File: src/rtl/queue_ctrl_if.sv
// queue_ctrl_if: bundles the handshake signals between the queue sequencer
// and its neighbours (deserializer, 8-entry queue, downstream consumer).
// The master modport is the sequencer's view; slave is the environment's view.
interface queue_ctrl_if;
    logic       data_ready_des;
    logic       ack_des;
    logic       enq_q;
    logic       ack_in_q;
    logic       deq_q;
    logic [7:0] q_data;
    logic [3:0] len_q;
    logic       status_q;
    logic       deq_req;
    logic [7:0] data_out;
    logic       data_valid;
    logic       busy;
    logic       err_overflow;
    logic       err_timeout;
    logic       err_clear;

    modport master (
        input  data_ready_des, ack_in_q, q_data, len_q, status_q, deq_req, err_clear,
        output ack_des, enq_q, deq_q, data_out, data_valid, busy, err_overflow, err_timeout
    );

    modport slave (
        output data_ready_des, ack_in_q, q_data, len_q, status_q, deq_req, err_clear,
        input  ack_des, enq_q, deq_q, data_out, data_valid, busy, err_overflow, err_timeout
    );
endinterface

File: src/rtl/queue_ctrl.sv
// queue_ctrl: sequencer between a deserializer, an 8-entry queue and a
// downstream consumer. Turns the data_ready_des / deq_req levels into
// single-cycle enq_q / deq_q strobes with one operation in flight, arbitrates
// round-robin, captures dequeued bytes with a data_valid pulse and keeps
// sticky overflow / ack-timeout flags. All outputs are registered.
//
// Optional feature: define QUEUE_CTRL_AUTODRAIN_EN to force a dequeue grant
// from IDLE whenever len_q >= DRAIN_THRESH, independent of deq_req.
module queue_ctrl #(
    parameter int DEPTH        = 8,
    parameter int ACK_TIMEOUT  = 4,
    parameter int DRAIN_THRESH = 6
) (
    input  logic          clock_10k,
    input  logic          reset,
    queue_ctrl_if.master  bus
);

    localparam logic [2:0] ST_IDLE     = 3'd0;
    localparam logic [2:0] ST_ENQ      = 3'd1;
    localparam logic [2:0] ST_ENQ_WAIT = 3'd2;
    localparam logic [2:0] ST_DEQ      = 3'd3;
    localparam logic [2:0] ST_DEQ_WAIT = 3'd4;

    localparam logic GRANT_ENQ = 1'b0;
    localparam logic GRANT_DEQ = 1'b1;

    localparam int              TMR_W    = (ACK_TIMEOUT > 1) ? $clog2(ACK_TIMEOUT) : 1;
    localparam logic [TMR_W-1:0] TMR_LAST = TMR_W'(ACK_TIMEOUT - 1);
    localparam logic [3:0]       DEPTH_L  = 4'(DEPTH);

    // len_q is 4 bits wide and the drain level must be reachable
    if (DEPTH < 1 || DEPTH > 15 || ACK_TIMEOUT < 1 ||
        DRAIN_THRESH < 1 || DRAIN_THRESH > DEPTH) begin : g_bad_params
        $error("queue_ctrl: illegal parameter combination");
    end

`ifdef QUEUE_CTRL_AUTODRAIN_EN
    localparam logic [3:0] DRAIN_L = 4'(DRAIN_THRESH);
    logic drain_s;
`endif

    logic [2:0]       state_r;
    logic [2:0]       state_nx_s;
    logic             last_grant_r;
    logic             last_grant_nx_s;
    logic [TMR_W-1:0] timer_r;
    logic [TMR_W-1:0] timer_nx_s;

    logic       enq_pend_s;
    logic       deq_pend_s;
    logic       pick_enq_s;
    logic       pick_deq_s;
    logic       timeout_s;
    logic       ack_set_s;
    logic       val_set_s;

    logic       ack_des_r;
    logic       enq_q_r;
    logic       deq_q_r;
    logic [7:0] data_out_r;
    logic       data_valid_r;
    logic       busy_r;
    logic       err_overflow_r;
    logic       err_timeout_r;

    assign bus.ack_des      = ack_des_r;
    assign bus.enq_q        = enq_q_r;
    assign bus.deq_q        = deq_q_r;
    assign bus.data_out     = data_out_r;
    assign bus.data_valid   = data_valid_r;
    assign bus.busy         = busy_r;
    assign bus.err_overflow = err_overflow_r;
    assign bus.err_timeout  = err_timeout_r;

    // Request qualification: ack_des masks the byte that was just accepted
    // so the still-high data_ready_des level is not granted twice.
    always_comb begin
        enq_pend_s = bus.data_ready_des && (bus.len_q < DEPTH_L) && !ack_des_r;
        deq_pend_s = bus.deq_req && (bus.len_q != 4'd0);
`ifdef QUEUE_CTRL_AUTODRAIN_EN
        drain_s    = (bus.len_q >= DRAIN_L);
`endif
    end

    // Round-robin arbitration between pending enqueue and dequeue
    always_comb begin
        pick_enq_s = 1'b0;
        pick_deq_s = 1'b0;
`ifdef QUEUE_CTRL_AUTODRAIN_EN
        if (drain_s) begin
            pick_deq_s = 1'b1;
        end else
`endif
        if (enq_pend_s && deq_pend_s) begin
            if (last_grant_r == GRANT_DEQ) begin
                pick_enq_s = 1'b1;
            end else begin
                pick_deq_s = 1'b1;
            end
        end else if (enq_pend_s) begin
            pick_enq_s = 1'b1;
        end else if (deq_pend_s) begin
            pick_deq_s = 1'b1;
        end else begin
            pick_enq_s = 1'b0;
            pick_deq_s = 1'b0;
        end
    end

    // Next-state, grant history and ack timer
    always_comb begin
        state_nx_s      = state_r;
        last_grant_nx_s = last_grant_r;
        timer_nx_s      = timer_r;
        timeout_s       = 1'b0;
        case (state_r)
            ST_IDLE: begin
                if (pick_enq_s) begin
                    state_nx_s      = ST_ENQ;
                    last_grant_nx_s = GRANT_ENQ;
                end else if (pick_deq_s) begin
                    state_nx_s      = ST_DEQ;
                    last_grant_nx_s = GRANT_DEQ;
                end else begin
                    state_nx_s      = ST_IDLE;
                end
            end
            ST_ENQ: begin
                state_nx_s = ST_ENQ_WAIT;
                timer_nx_s = '0;
            end
            ST_ENQ_WAIT: begin
                if (bus.ack_in_q) begin
                    state_nx_s = ST_IDLE;
                end else if (timer_r == TMR_LAST) begin
                    state_nx_s = ST_IDLE;
                    timeout_s  = 1'b1;
                end else begin
                    timer_nx_s = timer_r + TMR_W'(1);
                end
            end
            ST_DEQ: begin
                state_nx_s = ST_DEQ_WAIT;
            end
            ST_DEQ_WAIT: begin
                state_nx_s = ST_IDLE;
            end
            default: begin
                state_nx_s = ST_IDLE;
            end
        endcase
        ack_set_s = (state_r == ST_ENQ_WAIT) && bus.ack_in_q;
        val_set_s = (state_r == ST_DEQ_WAIT);
    end

    // State register; reset drops any in-flight operation
    always_ff @(posedge clock_10k) begin
        if (reset) begin
            state_r      <= ST_IDLE;
            last_grant_r <= GRANT_DEQ;
            timer_r      <= '0;
        end else begin
            state_r      <= state_nx_s;
            last_grant_r <= last_grant_nx_s;
            timer_r      <= timer_nx_s;
        end
    end

    // Registered strobes decoded from the next state so they align with it
    always_ff @(posedge clock_10k) begin
        if (reset) begin
            enq_q_r      <= 1'b0;
            deq_q_r      <= 1'b0;
            busy_r       <= 1'b0;
            ack_des_r    <= 1'b0;
            data_valid_r <= 1'b0;
        end else begin
            enq_q_r      <= (state_nx_s == ST_ENQ);
            deq_q_r      <= (state_nx_s == ST_DEQ);
            busy_r       <= (state_nx_s != ST_IDLE);
            ack_des_r    <= ack_set_s;
            data_valid_r <= val_set_s;
        end
    end

    // Capture the dequeued byte; held until the next dequeue
    always_ff @(posedge clock_10k) begin
        if (reset) begin
            data_out_r <= 8'h00;
        end else if (val_set_s) begin
            data_out_r <= bus.q_data;
        end else begin
            data_out_r <= data_out_r;
        end
    end

    // Sticky error flags; a new error event wins over err_clear
    always_ff @(posedge clock_10k) begin
        if (reset) begin
            err_overflow_r <= 1'b0;
            err_timeout_r  <= 1'b0;
        end else begin
            if (bus.status_q) begin
                err_overflow_r <= 1'b1;
            end else if (bus.err_clear) begin
                err_overflow_r <= 1'b0;
            end else begin
                err_overflow_r <= err_overflow_r;
            end
            if (timeout_s) begin
                err_timeout_r <= 1'b1;
            end else if (bus.err_clear) begin
                err_timeout_r <= 1'b0;
            end else begin
                err_timeout_r <= err_timeout_r;
            end
        end
    end

endmodule

File: src/flat_wrapper.sv
// flat-port wrapper written by rule: the top's interface ports become plain ports
module queue_ctrl_flat 
#(
    parameter int DEPTH        = 8,
    parameter int ACK_TIMEOUT  = 4,
    parameter int DRAIN_THRESH = 6
)
  (clock_10k, reset, bus_data_ready_des, bus_ack_in_q, bus_q_data, bus_len_q, bus_status_q, bus_deq_req, bus_err_clear, bus_ack_des, bus_enq_q, bus_deq_q, bus_data_out, bus_data_valid, bus_busy, bus_err_overflow, bus_err_timeout);
  queue_ctrl_if bus_i ();
  input  logic clock_10k;
  input  logic reset;
  input wire logic [$bits(bus_i.data_ready_des)-1:0] bus_data_ready_des;
  input wire logic [$bits(bus_i.ack_in_q)-1:0] bus_ack_in_q;
  input wire logic [$bits(bus_i.q_data)-1:0] bus_q_data;
  input wire logic [$bits(bus_i.len_q)-1:0] bus_len_q;
  input wire logic [$bits(bus_i.status_q)-1:0] bus_status_q;
  input wire logic [$bits(bus_i.deq_req)-1:0] bus_deq_req;
  input wire logic [$bits(bus_i.err_clear)-1:0] bus_err_clear;
  output wire logic [$bits(bus_i.ack_des)-1:0] bus_ack_des;
  output wire logic [$bits(bus_i.enq_q)-1:0] bus_enq_q;
  output wire logic [$bits(bus_i.deq_q)-1:0] bus_deq_q;
  output wire logic [$bits(bus_i.data_out)-1:0] bus_data_out;
  output wire logic [$bits(bus_i.data_valid)-1:0] bus_data_valid;
  output wire logic [$bits(bus_i.busy)-1:0] bus_busy;
  output wire logic [$bits(bus_i.err_overflow)-1:0] bus_err_overflow;
  output wire logic [$bits(bus_i.err_timeout)-1:0] bus_err_timeout;
  assign bus_i.data_ready_des = bus_data_ready_des;
  assign bus_i.ack_in_q = bus_ack_in_q;
  assign bus_i.q_data = bus_q_data;
  assign bus_i.len_q = bus_len_q;
  assign bus_i.status_q = bus_status_q;
  assign bus_i.deq_req = bus_deq_req;
  assign bus_i.err_clear = bus_err_clear;
  assign bus_ack_des = bus_i.ack_des;
  assign bus_enq_q = bus_i.enq_q;
  assign bus_deq_q = bus_i.deq_q;
  assign bus_data_out = bus_i.data_out;
  assign bus_data_valid = bus_i.data_valid;
  assign bus_busy = bus_i.busy;
  assign bus_err_overflow = bus_i.err_overflow;
  assign bus_err_timeout = bus_i.err_timeout;
  queue_ctrl #(.DEPTH(DEPTH), .ACK_TIMEOUT(ACK_TIMEOUT), .DRAIN_THRESH(DRAIN_THRESH)) u_core (.clock_10k(clock_10k), .reset(reset), .bus(bus_i));
endmodule
File: config.mk
export PLATFORM = sky130hd
export DESIGN_NAME = queue_ctrl_flat
export DESIGN_NICKNAME = d
export VERILOG_FILES = /design/src/rtl/queue_ctrl_if.sv /design/src/rtl/queue_ctrl.sv /design/src/flat_wrapper.sv
export SDC_FILE = /design/constraint.sdc
export NUM_CORES = 1
export LEC_CHECK = 0
export CAP_MARGIN = 30
export CELL_PAD_IN_SITES_DETAIL_PLACEMENT = 0
export CELL_PAD_IN_SITES_GLOBAL_PLACEMENT = 1
export CORE_MARGIN = 2
export CORE_UTILIZATION = 30
export CTS_CLUSTER_SIZE = 28
export DETAILED_ROUTE_END_ITERATION = 10
export PLACE_DENSITY_LB_ADDON = 0.1
export SKIP_LAST_GASP = 1
export SYNTH_ARGS = -nofsm -noshare
export SYNTH_HDL_FRONTEND = slang
export SYNTH_SLANG_ARGS = --single-unit
File: constraint.sdc
create_clock -name clock_10k -period 2 [get_ports clock_10k]
set_input_delay 0.5 -clock clock_10k [delete_from_list [all_inputs] [get_ports clock_10k]]
set_output_delay 0.5 -clock clock_10k [all_outputs]
set_load 0.05 [all_outputs]
==> results of run 1 <==
repair_timing:
| item | CTS | global route |
|---|---|---|
| setup buffers | 0 | 0 |
| endpoints found under the hold margin | 0 | 0 |
| endpoints found under the setup margin | 0 | 8 |
| resized for setup | 0 | 8 |
| hold buffers | 0 | 0 |
cell type report:
type | count | area [sq um]
clock buffer | 4 | 26.3
fill | 254 | 1410
tap | 31 | 38.8
sequential | 21 | 420
timing repair buffer | 39 | 393
inverter | 1 | 3.75
multi-input combinational | 56 | 393
synthesized netlist by cell type, types with 2 or more instances:
cell type  instances  area (sq um)
or4_1              2          15.0
nor3b_1            2          15.0
nand4b_1           3          26.3
dfxtp_1           21           420
nor2_1            14          52.6
nand2_1            4          15.0
nor3_1             2          10.0
a21oi_1            2          10.0
and3_1             3          18.8
mux2i_1            8          80.1
clkbuf_1           2          7.51
nor2b_1            2          12.5
power groups by stage:
stage,Clock (mW),Sequential [mW],Combinational (mW)
after floorplan,0,0.501,0.0610
after global placement,0,0.466,0.182
after detailed placement,0,0.466,0.182
after CTS,0.207,0.457,0.182
after global routing,0.225,0.460,0.195
final,0.198,0.456,0.180
cell families after synthesis:
kind of cell	after synthesis	synth area share
mux	8	0.0967
compound gates	10	0.109
simple gates	37	0.248
fa+ha+maj	1	0.0151
buf+inv	5	0.0242
flops	21	0.508
layer usage:
layer  share of wire  up-vias
met2            0.46       25
li1                -      374
met3           0.082        2
met1            0.45      332
met5               0        -
met4          0.0098        0
final timing paths:
kind | from | to | slack, ns | cells past startpoint
worst min-delay path | u_core.bus.err_overflow$_SDFFE_PP0P_ | u_core.bus.err_overflow$_SDFFE_PP0P_ | 0.50 | 2
worst max-delay path | u_core.bus.data_out[1]$_SDFFE_PP0P_ | bus_data_out[1] | 0.07 | 1
worst min register to register | u_core.bus.err_overflow$_SDFFE_PP0P_ | u_core.bus.err_overflow$_SDFFE_PP0P_ | 0.50 | 2
worst max register to register | u_core.timer_r[0]$_SDFFE_PP0P_ | u_core.timer_r[0]$_SDFFE_PP0P_ | 0.36 | 4
per-stage QoR:
stage,util,std cells,hold slack [ns],setup WS [ns]
2_1_floorplan,-,82,0.485,0.391
3_3_place_gp,0.457,148,0.464,-0.0255
3_5_place_dp,0.457,148,0.484,-0.0468
4_1_cts,0.467,152,0.514,0.0202
5_1_grt,0.475,152,0.544,0.00894
6_report,0.475,152,0.504,0.0663
layout by cell type (no fill, tap or decap), drive strengths merged:
cell type | netlist | routed
o41ai | 1 | 1
or4 | 2 | 2
inv | 1 | 1
a21oi | 2 | 2
nor3b | 2 | 2
a21o | 1 | 1
nor4 | 1 | 1
o221ai | 1 | 1
or3b | 1 | 1
clkbuf | 2 | 4
dfxtp | 21 | 21
o31a | 1 | 1
buf | 2 | 7
and3 | 3 | 3
dlymetal6s2s | 0 | 8
nor2b | 2 | 2
a211oi | 1 | 1
nand4b | 3 | 3
a32oi | 1 | 1
ha | 1 | 1
mux2i | 8 | 8
o211ai | 1 | 1
or4b | 1 | 1
o21ai | 1 | 1
clkdlybuf4s50 | 0 | 24
nand2 | 4 | 4
nor2 | 14 | 14
nand3 | 1 | 1
nor3 | 2 | 2
nand2b | 1 | 1
==> out/metrics.csv, run 1 <==
metric,value,unit
io_buffers,33,
fp-row-count,19,
fin_nets,142,
p_comb_frac,0.216,
fin_area,1270,sq um
routed_via_density,4.82,
p_seq_frac,0.547,
hp-class,flip-flop to flip-flop,
synth_cell_type_count,29,
drt_wl_total,1.74,mm
layout-drive-gt1-share,0.132,
dpl.hpwl,1.30,mm
crit_chain,clkdlybuf4s50_1,
first_iter_violations,4,
required,1.50,ns
slew-limit-headroom,0.660,
largest_register_ffs,8,
grt_pass1_wl,3.03,mm
arrival,1.43,ns
grt_pass1_vias,740,
grtUsageMet1,0.144,
synthCells,82,
diodes,0,
cts_sinks,21,
grt_usage,0.116,
syn_area,828,sq um
grt-ovfl-total,0,
max_freq,0.517,GHz
num_io_pins,34,
slowest_delay,0.80,ns
synthArstFlopShare,0,
place_area,1230,sq um
crit_fanout,2,
gp_congestion,0.767,
p_sw,227,uW
power,834,uW
drc,0,
synthFlopType,dfxtp_1,
fp.dieH,56.5,um
dieWidth,56.5,um
use_met2,0.188,
skew,0.00173,ns
final_hold_viol_count,0,
p_int,607,uW
power_density,654,nW/um^2
cts_inserted_buffers,3,
crit_buf_inv,1,
dieArea,3200,sq um
num_vias,733,
start_util,0.308,
wl_per_cell,11.5,um
rsz0062_at_grt,false,
busiest_layer,met2,
start_kind,flip-flop,
cts.clk_slew.worst_paths,0.11,ns
ys_seq_area_frac,0.508,
synth_edf_count,0,
p_leak,0.623,nW
ys_warn_count,0,
switching_share,0.272,
root_buffer,clkbuf_4,
slew_violations,0,
setup_violations,0,
cts_max_path_buffers,2,
cts_tree,done,
drt-pass1-iter-count,3,
worstMarginPinSlew,0.510,ns
areaGrowthSynthToFinish,53.9,%
antenna_found_initial,0,
path_class,flip-flop to output pin,
max_cap_violations,0,
ant_nets,0,
syn_nets,102,
path_delay_family,buffers and inverters,
grt_use_met3,0.0392,
outcome,completed,
cpMaxStageDelayCell,clkdlybuf4s50_1,
post-route-period-util,0.967,
syn_avg_cell_area,10.1,sq um
grt_max_degree,20,
clock_latency,0.29,ns
cp-end-kind,output pin,
tns,0,ns
synth_seq_cells,21,
ir_drop,0.378,mV
h-tree-depth,1,
power_frac_clock,0.237,
period_minus_slack,1.93,ns
core,2690,sq um
(Power assumes the default switching activity.)
==> run 2: changes to the inputs <==
--- a/config.mk
+++ b/config.mk
@@ -5,7 +5,7 @@
 export SDC_FILE = /design/constraint.sdc
 export NUM_CORES = 1
 export LEC_CHECK = 0
-export CAP_MARGIN = 30
+export CAP_MARGIN = 40
 export CELL_PAD_IN_SITES_DETAIL_PLACEMENT = 0
 export CELL_PAD_IN_SITES_GLOBAL_PLACEMENT = 1
 export CORE_MARGIN = 2
==> results of run 2 <==
No change in the layout: final DEF, timing and power equal those of run 1.
==> run 3: changes to the inputs <==
--- a/config.mk
+++ b/config.mk
@@ -14,6 +14,7 @@
 export DETAILED_ROUTE_END_ITERATION = 10
 export PLACE_DENSITY_LB_ADDON = 0.1
 export SKIP_LAST_GASP = 1
+export SLEW_MARGIN = 10
 export SYNTH_ARGS = -nofsm -noshare
 export SYNTH_HDL_FRONTEND = slang
 export SYNTH_SLANG_ARGS = --single-unit
==> results of run 3 <==
No change in the layout: final DEF, timing and power equal those of run 1.
